## src/rtl/mem_arb.sv

```systemverilog
// rtl/mem_arb.sv - two-requester (icache/dcache) line-transfer arbiter onto one memory port
// Grants whole BEATS-word lines; ties alternate using the last grant.
module mem_arb #(
  parameter int BEATS = 4
) (
  input  logic                     i_clk,
  input  logic                     i_rst_n,
  input  logic                     i_ic_req,
  input  logic [31:0]              i_ic_addr,
  output logic                     o_ic_rvalid,
  output logic                     o_ic_done,
  input  logic                     i_dc_req,
  input  logic                     i_dc_we,
  input  logic [31:0]              i_dc_addr,
  input  logic [31:0]              i_dc_wdata,
  output logic                     o_dc_rvalid,
  output logic                     o_dc_done,
  output logic [31:0]              o_rdata,
  output logic [$clog2(BEATS)-1:0] o_beat,
  output logic                     o_mem_req,
  output logic                     o_mem_we,
  output logic [31:0]              o_mem_addr,
  output logic [31:0]              o_mem_wdata,
  input  logic                     i_mem_ready,
  input  logic                     i_mem_rvalid,
  input  logic [31:0]              i_mem_rdata
);

  localparam int BW = $clog2(BEATS);
  localparam int CW = BW + 1;

  typedef enum logic [1:0] {IDLE, GNT_I, GNT_D} state_t;

  state_t        state, state_nx;
  logic          last_gnt_d;
  logic [CW-1:0] issue_cnt, ret_cnt;
  logic [31:0]   base;
  logic          we;
  logic          accept, wr_mode, rd_active, rd_beat, last_rd, last_wr, done;

  assign o_mem_req = (state != IDLE) && (issue_cnt < CW'(BEATS));
  assign accept    = o_mem_req && i_mem_ready;
  assign wr_mode   = (state == GNT_D) && we;

  // Returns are only accepted while a read line is open and short of BEATS.
  assign rd_active = (state != IDLE) && !wr_mode && (ret_cnt < CW'(BEATS));
  assign rd_beat   = rd_active && i_mem_rvalid;
  assign last_rd   = rd_beat && (ret_cnt == CW'(BEATS - 1));
  assign last_wr   = wr_mode && accept && (issue_cnt == CW'(BEATS - 1));
  assign done      = last_rd || last_wr;

  assign o_mem_we    = wr_mode;
  assign o_mem_addr  = base + {{(32 - CW - 2){1'b0}}, issue_cnt, 2'b00};
  assign o_mem_wdata = i_dc_wdata;
  assign o_ic_rvalid = rd_beat && (state == GNT_I);
  assign o_dc_rvalid = rd_beat && (state == GNT_D);
  assign o_ic_done   = done && (state == GNT_I);
  assign o_dc_done   = done && (state == GNT_D);
  assign o_rdata     = rd_beat ? i_mem_rdata : 32'd0;
  assign o_beat      = wr_mode ? issue_cnt[BW-1:0] : ret_cnt[BW-1:0];

  always_comb begin
    state_nx = state;
    unique case (state)
      IDLE: begin
        if (i_ic_req && i_dc_req) state_nx = last_gnt_d ? GNT_I : GNT_D;
        else if (i_dc_req)        state_nx = GNT_D;
        else if (i_ic_req)        state_nx = GNT_I;
      end
      GNT_I, GNT_D: begin
        if (done) state_nx = IDLE;
      end
      default: state_nx = IDLE;
    endcase
  end

  always_ff @(posedge i_clk) begin
    if (!i_rst_n) begin
      state      <= IDLE;
      last_gnt_d <= 1'b0;
      issue_cnt  <= '0;
      ret_cnt    <= '0;
      base       <= 32'd0;
      we         <= 1'b0;
    end else begin
      state <= state_nx;
      if (state == IDLE) begin
        issue_cnt <= '0;
        ret_cnt   <= '0;
        if (state_nx == GNT_I) begin
          base       <= {i_ic_addr[31:BW+2], {(BW + 2){1'b0}}};
          we         <= 1'b0;
          last_gnt_d <= 1'b0;
        end else if (state_nx == GNT_D) begin
          base       <= {i_dc_addr[31:BW+2], {(BW + 2){1'b0}}};
          we         <= i_dc_we;
          last_gnt_d <= 1'b1;
        end
      end else if (done) begin
        issue_cnt <= '0;
        ret_cnt   <= '0;
      end else begin
        if (accept)  issue_cnt <= issue_cnt + 1'b1;
        if (rd_beat) ret_cnt   <= ret_cnt + 1'b1;
      end
    end
  end

  spurious_rvalid: assert property (@(posedge i_clk) disable iff (!i_rst_n)
                                    i_mem_rvalid |-> rd_active)
    else $warning("mem_arb: i_mem_rvalid with no read outstanding, ignored");

endmodule

```

## config.mk

```make
export PLATFORM = sky130hd
export DESIGN_NAME = mem_arb
export DESIGN_NICKNAME = d
export VERILOG_FILES = /design/src/rtl/mem_arb.sv
export SDC_FILE = /design/constraint.sdc
export NUM_CORES = 1
export LEC_CHECK = 0
export ABC_AREA = 1
export CORE_ASPECT_RATIO = 0.5
export CORE_MARGIN = 2
export CORE_UTILIZATION = 37
export DETAILED_ROUTE_END_ITERATION = 8
export HOLD_SLACK_MARGIN = 0.02
export MAX_ROUTING_LAYER = met4
export PLACE_DENSITY_LB_ADDON = 0.2
export SYNTH_ARGS = -nofsm -noshare
export SYNTH_HDL_FRONTEND = slang
export SYNTH_SLANG_ARGS = --single-unit
```

## constraint.sdc

```tcl
create_clock -name i_clk -period 3.5 [get_ports i_clk]
set_input_delay 0.7 -clock i_clk [delete_from_list [all_inputs] [get_ports i_clk]]
set_output_delay 0.7 -clock i_clk [all_outputs]
set_load 0.005 [all_outputs]
```

==> reports/qor.yml <==
critical_path_class: "flop to output pin"
min_period_over_period_pct: 94.1
drc: 10
die_w_microns: 140
maxSlewViolCount: 0
max_cap_violations: 0
dp_hpwl_mm: 8.19
vias: 3867
cts_tree: "built"
dpl_cell_area_sq_um: 4900
grt_first_pass_wirelength_mm: 16.7
violations: "design-rule violations"
startpoint_type: "flop"
status: "complete, but fails checks"
timing_hold_violations_final: 0
cts_buffers: 5
drtIter0Drc: 230
dr.pass1.iters: 8
leakage_nw: 2.33
min_path_type: "flop to flop"
layout-drive-gt1-share_pct: 5.13
path_max_fanout: 6
layout.cells.most_common: "clkdlybuf4s50_1"
cts_buffer_depth: 2
maxSlewHeadroom_pct: 57.3
io_buffer_count: 164
clk_pin_slew_ps: 50
fp.dieH_microns: 72.1
io-pin-count: 239
wl_per_cell_microns: 12.8
overflow: 0
initial_core_util_pct: 38.7
n_fill_cell: 896
gp_congestion: 0.867
cts_root_buffer: "clkbuf_16"
synth.ff_latch_count: 38
fin_total_pwr_mw: 2.05
ys_warn_count: 0
viasPerCell: 4.72
die-area_sq_um: 10100
timing.final.setup_violations: 0
layout.nets: 848
avgSynthCellArea_sq_um: 5.88
required_ps: 2800
max_freq_mhz: 304
final_cell_area_sq_um: 5070
yosysUniqueCellTypes: 31
power.density_nw_per_um2: 405
ant_nets: 0
ir_drop_mv: 0.183
worstPathArrival_ps: 2590
finalWirelength_mm: 10.5
final_cell_mix: "clkdlybuf4s50_1 (164), nand2_1 (126), nor2_1 (117)"
end_kind: "output pin"
core_sq_um: 8860
synth_cells: 583
grt_pass1_vias: 3558
syn_area_sq_um: 3430
fin_util_pct: 57.2
cts_setup_buffers: 0
diodes: 0
ys_seq_area_share_pct: 22.2
num_rows: 24
min_period_ps: 3290
rsz0062_at_grt: "no"
htree_levels: 2
antenna_found_initial: 0
clock_skew_ps: 3.90
track_usage_pct: 20.8
grt_max_degree: 38
tightest_slew_ps: 639
clock_latency_ps: 280
clkSinkCount: 38
setup_tns_ps: 0
syn_to_final_growth_pct: 47.9
==> layer usage <==
layer	part of all wire [%]	global-route usage, %
met2	48	35.3
met1	45	25.3
met4	1.2	4.71
met5	0	-
met3	5.9	5.28
==> sequential cells by signal, summed over array words and instances, names as in the netlist <==
name,cells
ret_cnt,3
base,28
state,2
we,1
last_gnt_d,1
issue_cnt,3
==> Yosys cell counts (all sizes together) <==
cell,instances,area (sq um)
nand2,130,503
and2,1,6.26
nor3,12,65.1
buf,53,374
a31oi,2,12.5
dfxtp,38,761
clkbuf,8,30.0
nand3b,1,7.51
a21oi,10,50.1
or2,2,12.5
nor4,4,25.0
xnor2,1,8.76
ha,10,125
conb,1,3.75
o211ai,1,7.51
xor2,22,193
nor2,122,475
o21ai,1,5.00
nand4,35,219
inv,84,315
nand3,45,230
==> cells by family after synthesis <==
kind of cell | Yosys count | synth area share [%]
adder cells (fa/ha/maj) | 10 | 3.65
other | 1 | 0.109
AO/OA/AOI/OAI | 14 | 2.19
AND/OR/NAND/NOR | 352 | 45.0
flip-flops | 38 | 22.2
buffers and inverters | 145 | 21.0
XOR/XNOR | 23 | 5.87
==> final timing paths <==
kind	start	endpoint	slack, ps	cells after the start
setup / recovery	base[4]	o_mem_addr[22]	210	10
setup reg to reg	state[0]	base[11]	820	13
hold / removal	ret_cnt[1]	ret_cnt[1]	490	2
hold reg to reg	ret_cnt[1]	ret_cnt[1]	490	2
==> through the flow <==
step | hold slack (ps) | cells | worst slack, ps
2_1_floorplan | 439 | 584 | 1100
3_3_place_gp | 475 | 813 | 400
3_5_place_dp | 475 | 813 | 348
4_1_cts | 492 | 819 | 50.4
5_1_grt | 528 | 819 | 27.6
6_report | 487 | 819 | 205
==> worst max-delay path: stages (launching register included) <==
cell and delay [ps]:
dfxtp_1 330, ha_2 210, ha_2 200, nand3_1 150, nor2_4 160, nand3_2 160, nor2_4 140, buf_4 160
a31oi_1 80, a31oi_1 170, clkdlybuf4s50_1 540
==> power by group <==
part           switching [mW]  leakage [nW]  internal (mW)  total [mW]
Combinational           0.511          1.95          0.490        1.00
Sequential             0.0801         0.313          0.526       0.606
Clock                   0.170        0.0688          0.275       0.445
Total                   0.761          2.33           1.29        2.05
==> layout make-up <==
cell class	count	area [sq um]	area share (%)
timing repair buffer	173	1720	34.0
tap	117	146	2.89
clock buffer	6	139	2.74
sequential	38	761	15.0
multi-input combinational	401	1990	39.2
inverter	84	315	6.22
==> timing repair <==
item,in CTS,in global routing
endpoints found under the setup margin,0,7
hold buffers,0,0
gates resized for setup,0,9
No activity file was read; power rests on OpenSTA's default activity.
